$ cat config.mk
export PLATFORM = sky130hd
export DESIGN_NAME = stopwatch
export DESIGN_NICKNAME = d
export VERILOG_FILES = /design/src/rtl/stopwatch.sv
export SDC_FILE = /design/constraint.sdc
export NUM_CORES = 1
export LEC_CHECK = 0
export ABC_CLOCK_PERIOD_IN_PS = 2500
export CAP_MARGIN = 20
export CELL_PAD_IN_SITES_DETAIL_PLACEMENT = 0
export CELL_PAD_IN_SITES_GLOBAL_PLACEMENT = 1
export CORE_MARGIN = 10
export CORE_UTILIZATION = 35
export CTS_CLUSTER_DIAMETER = 100
export CTS_CLUSTER_SIZE = 24
export DETAILED_ROUTE_END_ITERATION = 10
export GPL_ROUTABILITY_DRIVEN = 0
export PLACE_DENSITY_LB_ADDON = 0.1
export SYNTH_ARGS = -nofsm -noshare
export SYNTH_HDL_FRONTEND = slang
export SYNTH_SLANG_ARGS = --single-unit
$ cat constraint.sdc
create_clock -name clk_i -period 2.5 [get_ports clk_i]
set_clock_uncertainty 0.05 [all_clocks]
set_input_delay 0.75 -clock clk_i [delete_from_list [all_inputs] [get_ports clk_i]]
set_output_delay 0.75 -clock clk_i [all_outputs]
set_load 0.005 [all_outputs]
$ cat src/rtl/stopwatch.sv
// stopwatch: count-up elapsed-time counter (hours:mins:secs) advanced by a shared
// one-second tick, with start/stop/clear control, optional lap capture and a
// saturation state at MaxHours:59:59.
//
// Optional feature macro: STOPWATCH_LAP_EN
//   defined   - lap_i captures the current count into lap_*_o and sets lap_valid_o
//   undefined - lap_i ignored, lap_*_o and lap_valid_o tied to 0, no lap registers
//
// Parameters:
//   MaxHours      highest hours value before saturation (<= 31)
// Ports:
//   clk_i         system clock, rising edge
//   rst_ni        asynchronous active-low reset
//   tick_i        one-cycle pulse per elapsed second (counted only while running)
//   start_stop_i  one-cycle pulse, toggles run/pause
//   clear_i       one-cycle pulse, zero count and laps, return to idle
//   lap_i         one-cycle pulse, capture current count
//   hours_o/mins_o/secs_o                    elapsed time
//   lap_hours_o/lap_mins_o/lap_secs_o        last captured time
//   lap_valid_o   a lap has been captured since the last clear/reset
//   running_o     counting
//   done_o        saturated at MaxHours:59:59
module stopwatch #(
  parameter int unsigned MaxHours = 23
) (
  input  logic       clk_i,
  input  logic       rst_ni,
  input  logic       tick_i,
  input  logic       start_stop_i,
  input  logic       clear_i,
  input  logic       lap_i,
  output logic [4:0] hours_o,
  output logic [5:0] mins_o,
  output logic [5:0] secs_o,
  output logic [4:0] lap_hours_o,
  output logic [5:0] lap_mins_o,
  output logic [5:0] lap_secs_o,
  output logic       lap_valid_o,
  output logic       running_o,
  output logic       done_o
);

  localparam logic [4:0] MaxH = 5'(MaxHours);

  typedef enum logic [1:0] {StIdle, StRun, StPause, StDone} state_e;

  state_e     state_q, state_d;
  logic [4:0] hours_q, hours_d;
  logic [5:0] mins_q, mins_d;
  logic [5:0] secs_q, secs_d;
  logic       running_q, running_d;
  logic       done_q, done_d;

  // Incremented count, computed unconditionally; used only on a counted tick.
  logic [4:0] inc_hours;
  logic [5:0] inc_mins;
  logic [5:0] inc_secs;
  logic       inc_at_max;

  always_comb begin
    inc_hours = hours_q;
    inc_mins  = mins_q;
    inc_secs  = secs_q + 6'd1;
    if (secs_q == 6'd59) begin
      inc_secs = 6'd0;
      if (mins_q == 6'd59) begin
        inc_mins  = 6'd0;
        inc_hours = hours_q + 5'd1;
      end else begin
        inc_mins = mins_q + 6'd1;
      end
    end
    inc_at_max = (inc_hours == MaxH) && (inc_mins == 6'd59) && (inc_secs == 6'd59);
  end

  always_comb begin
    state_d = state_q;
    hours_d = hours_q;
    mins_d  = mins_q;
    secs_d  = secs_q;
    if (clear_i) begin
      state_d = StIdle;
      hours_d = 5'd0;
      mins_d  = 6'd0;
      secs_d  = 6'd0;
    end else begin
      unique case (state_q)
        StIdle: begin
          // A tick coinciding with start is not counted.
          if (start_stop_i) state_d = StRun;
        end
        StRun: begin
          if (tick_i) begin
            hours_d = inc_hours;
            mins_d  = inc_mins;
            secs_d  = inc_secs;
          end
          // Saturation wins over a simultaneous pause request.
          if (tick_i && inc_at_max) begin
            state_d = StDone;
          end else if (start_stop_i) begin
            state_d = StPause;
          end
        end
        StPause: begin
          if (start_stop_i) state_d = StRun;
        end
        StDone: begin
          state_d = StDone;
        end
        default: state_d = StIdle;
      endcase
    end
    running_d = (state_d == StRun);
    done_d    = (state_d == StDone);
  end

  always_ff @(posedge clk_i or negedge rst_ni) begin
    if (!rst_ni) begin
      state_q   <= StIdle;
      hours_q   <= 5'd0;
      mins_q    <= 6'd0;
      secs_q    <= 6'd0;
      running_q <= 1'b0;
      done_q    <= 1'b0;
    end else begin
      state_q   <= state_d;
      hours_q   <= hours_d;
      mins_q    <= mins_d;
      secs_q    <= secs_d;
      running_q <= running_d;
      done_q    <= done_d;
    end
  end

  assign hours_o   = hours_q;
  assign mins_o    = mins_q;
  assign secs_o    = secs_q;
  assign running_o = running_q;
  assign done_o    = done_q;

`ifdef STOPWATCH_LAP_EN
  logic [4:0] lap_hours_q, lap_hours_d;
  logic [5:0] lap_mins_q, lap_mins_d;
  logic [5:0] lap_secs_q, lap_secs_d;
  logic       lap_valid_q, lap_valid_d;

  // Captures the pre-increment count when a tick lands in the same cycle.
  always_comb begin
    lap_hours_d = lap_hours_q;
    lap_mins_d  = lap_mins_q;
    lap_secs_d  = lap_secs_q;
    lap_valid_d = lap_valid_q;
    if (clear_i) begin
      lap_hours_d = 5'd0;
      lap_mins_d  = 6'd0;
      lap_secs_d  = 6'd0;
      lap_valid_d = 1'b0;
    end else if (lap_i && (state_q == StRun || state_q == StPause)) begin
      lap_hours_d = hours_q;
      lap_mins_d  = mins_q;
      lap_secs_d  = secs_q;
      lap_valid_d = 1'b1;
    end
  end

  always_ff @(posedge clk_i or negedge rst_ni) begin
    if (!rst_ni) begin
      lap_hours_q <= 5'd0;
      lap_mins_q  <= 6'd0;
      lap_secs_q  <= 6'd0;
      lap_valid_q <= 1'b0;
    end else begin
      lap_hours_q <= lap_hours_d;
      lap_mins_q  <= lap_mins_d;
      lap_secs_q  <= lap_secs_d;
      lap_valid_q <= lap_valid_d;
    end
  end

  assign lap_hours_o = lap_hours_q;
  assign lap_mins_o  = lap_mins_q;
  assign lap_secs_o  = lap_secs_q;
  assign lap_valid_o = lap_valid_q;
`else
  logic unused_lap;
  assign unused_lap  = lap_i;
  assign lap_hours_o = 5'd0;
  assign lap_mins_o  = 6'd0;
  assign lap_secs_o  = 6'd0;
  assign lap_valid_o = 1'b0;
`endif

endmodule

==> results_dict.tcl <==
set metrics [dict create \
    finalWorstPathRequiredPeriod_ns 2.31 \
    yosysTopAreaCell "sky130_fd_sc_hd__dfrtp_1" \
    synth_most_common_cell "sky130_fd_sc_hd__dfrtp_1" \
    port-buffer-count 23 \
    hold_path_end "hours_o[4]" \
    power.clock.fraction_pct 35.2 \
    htree_levels 1 \
    clkSlewWorstSetupHoldPaths_ns 0.08 \
    power.switching_uw 175 \
    grt_util_all_layers_pct 10.2 \
    per_instance_average_area_after_synthesis_sq_um 9.01 \
    multi_input_gate_area_in_the_final_layout_sq_um 757 \
    share_of_the_clock_period_used_by_the_worst_path_after_layout_pct 92.3 \
    cts_tree "done" \
    detail_route.drc_violations 0 \
    synthTopCellsByCount "sky130_fd_sc_hd__dfrtp_1, sky130_fd_sc_hd__buf_4, sky130_fd_sc_hd__nor2_1, sky130_fd_sc_hd__nand2_1, sky130_fd_sc_hd__nand3_1" \
    cell_internal_power_dissipation_uw 491 \
    cts_num_sinks 21 \
    startpoint_of_the_most_critical_hold_path "hours_o[4]" \
    design.core.area_sq_um 4000 \
    p_leak_nw 0.761 \
    synth_async_sr_flop_share_pct 100 \
    drive_gt1_share_pct 10.7 \
    grt_pass1_vias 1225 \
    clockBufferDepth 2 \
    post_cts_resize_count 0 \
    antenna_violations_before_repair 0 \
    chipWidth_um 84.4 \
    cts.hold.buffers_added 0 \
    synthesis.yosys.warnings 0 \
    post_synth_main_area_contributors "sky130_fd_sc_hd__dfrtp_1, sky130_fd_sc_hd__buf_4, sky130_fd_sc_hd__nor2_1" \
    hold-path-cell-count 2 \
    post_synth_instance_area_sq_um 1450 \
    final-setup-viol-count 0 \
    p_sw_share_pct 26.2 \
    ports_placed_on_the_boundary 43 \
    synth-edff-count 0 \
    grt_start_max_net_pins 22 \
    synth_top_flop_cell "sky130_fd_sc_hd__dfrtp_1" \
    fp.dieArea_sq_um 7120 \
    power_uw 665 \
    worstPathCellList "clkdlybuf4s50_1 -> nand4_1 -> or4_1 -> a31oi_1 -> and4_4 -> o221a_1" \
    grt_setup_unrepaired "no" \
    power.density_cell_area_nw_per_um2 390 \
    clkLatencyLatePin_ns 0.27 \
    worst_hold_path_type "register to register" \
    max_ir_drop_vdd_uv 163 \
    ant_nets 0 \
    syn_inst 161 \
    hold_violations 0 \
    hold-worst-slack_ns 0.535 \
    insertedDiodeCount 0 \
    cts_buffers 3 \
    drt_first_pass_iters 4 \
    grt.overflow.total 0 \
    grt_pass1_wl_um 6060 \
    rr_startpoint "secs_o[1]" \
    initial_core_util_pct 36.3 \
    timing.reg2reg.setup_slack_ns 0.29 \
    via_count 1211 \
    slowest_stage "sky130_fd_sc_hd__clkdlybuf4s50_1" \
    yosys.area.top_type_share_pct 36.2 \
    timing.critical_path.slowest_cell_delay_ns 0.51 \
    maxCapViolCount 0 \
    area_overhead_of_the_layout_relative_to_synthesis_pct 17.4 \
    timing.setup.critical_path_class "primary input to register" \
    worst-endpoint-arrival_ns 2.46 \
    ys_seq_area_share_pct 36.2 \
    sequential_cell_area_sq_um 526 \
    root_buffer "sky130_fd_sc_hd__clkbuf_8" \
    timing.critical_path.to_type "register" \
    routed_wirelength_um 3660 \
    synth.distinct_cells 50 \
    power.share.combinational_pct 11.2 \
    layout.nets 198 \
    place.detailed.hpwl_um 2840 \
    post-cts-setup-buffer-count 0 \
    filler_cell_count 418 \
    worst_path_dominant_cell_family "simple AND/OR/NAND/NOR gates" \
    drt-initial-drc-count 76 \
    number_of_placement_rows 23 \
    post_drt_wl_per_cell_um 15.5 \
    critPathMaxFanout 4 \
    pwr-share-seq_pct 53.7 \
    r2r-end "state_q[0]" \
    post_drt_via_cell_ratio 5.11 \
    utilization_pct 42.6 \
    drv_slew 0 \
    timing.critical_path.required_ns 2.66 \
    crit_path_start_kind "primary input" \
    total_buffers_and_inverters_traversed_by_the_critical_path 1 \
    run_status "completed" \
    chipHeight_um 84.4 \
    timing.fmax_ghz 0.433 \
    r2r.worst_path.cells 6 \
    ys_ff_latch 21 \
]
[how the worst max path moves through the flow]
| stage | endpoint | slack, ns | from | cells past startpoint |
|---|---|---|---|---|
| after floorplan | state_q[0] | 0.53 | tick_i | 5 |
| after global placement | state_q[0] | -0.08 | tick_i | 6 |
| after detailed placement | state_q[0] | -0.12 | tick_i | 6 |
| after CTS | state_q[0] | 0.17 | tick_i | 6 |
| after global routing | state_q[0] | 0.07 | secs_o[1] | 6 |
| final | state_q[0] | 0.19 | tick_i | 6 |
[flip-flops by register name, summed over array words and instances (netlist names)]
register,flops
running_o,1
done_o,1
state_q,2
secs_o,6
hours_o,5
mins_o,6
[metrics by stage]
stage	setup TNS [ns]	setup WS [ns]	std cells	area, sq um
floorplan	0	0.529	178	1520
global placement	-0.220	-0.0838	233	1660
detailed placement	-0.298	-0.117	233	1660
CTS	0	0.166	237	1700
global route	0	0.0712	237	1700
finish	0	0.193	237	1700
[worst reg2reg max path, delay by kind of cell (launching register included)]
family | cells | cell delay (ns)
and+or+nand+nor | 3 | 0.97
DFF | 1 | 0.45
adders and majority gates | 1 | 0.38
AOI/OAI and AO/OA | 2 | 0.30
[power groups by stage]
stage / Sequential, mW / Combinational (mW) / Clock, mW
after floorplan: 0.361 / 0.0602 / 0
after global placement: 0.363 / 0.0734 / 0
after detailed placement: 0.364 / 0.0742 / 0
after CTS: 0.358 / 0.0748 / 0.247
after global routing: 0.359 / 0.0842 / 0.265
final: 0.357 / 0.0742 / 0.234
[layer usage]
| metal | global-route usage, % | wire [um] | vias up |
|---|---|---|---|
| li1 | - | - | 586 |
| met1 | 11.3 | 1530 | 591 |
| met2 | 17.9 | 1870 | 30 |
| met3 | 3.29 | 225 | 4 |
| met4 | 3.14 | 39 | 0 |
| met5 | 0 | 0 | - |
[kinds of logic after synthesis]
logic type | synth area share [%]
compound gates | 13.4
mux | 1.38
flops | 36.2
xor+xnor | 3.02
simple gates | 26.2
fa+ha+maj | 3.45
other cells | 0.258
buf+inv | 16.0
[layout make-up]
cell class              count  area share (%)
well taps                  50            3.67
multi-input cells         125            44.4
repair buffers             31            17.0
inverters                   6            1.32
flip-flops and latches     21            30.8
clock buffers               3            2.42
clock inverters             1           0.294
[placed cells by master (no fill, tap or decap), types with 2 or more instances in the layout]
cell and instances:
sky130_fd_sc_hd__ha_1 4, sky130_fd_sc_hd__or4_1 2, sky130_fd_sc_hd__xnor2_1 2, sky130_fd_sc_hd__clkdlybuf4s50_1 23, sky130_fd_sc_hd__nand4_1 5, sky130_fd_sc_hd__a21oi_1 8, sky130_fd_sc_hd__inv_1 6, sky130_fd_sc_hd__mux2i_1 2
sky130_fd_sc_hd__conb_1 18, sky130_fd_sc_hd__o21ai_0 3, sky130_fd_sc_hd__nor3_1 3, sky130_fd_sc_hd__nand2_1 13, sky130_fd_sc_hd__and3_2 2, sky130_fd_sc_hd__buf_4 8, sky130_fd_sc_hd__clkbuf_8 3, sky130_fd_sc_hd__xor2_1 3
sky130_fd_sc_hd__dfrtp_1 21, sky130_fd_sc_hd__nor2_1 18, sky130_fd_sc_hd__a211oi_1 4, sky130_fd_sc_hd__and3b_1 2, sky130_fd_sc_hd__nand3b_1 2, sky130_fd_sc_hd__nand3_1 9
Note: power is estimated with default switching activity, not from simulation.
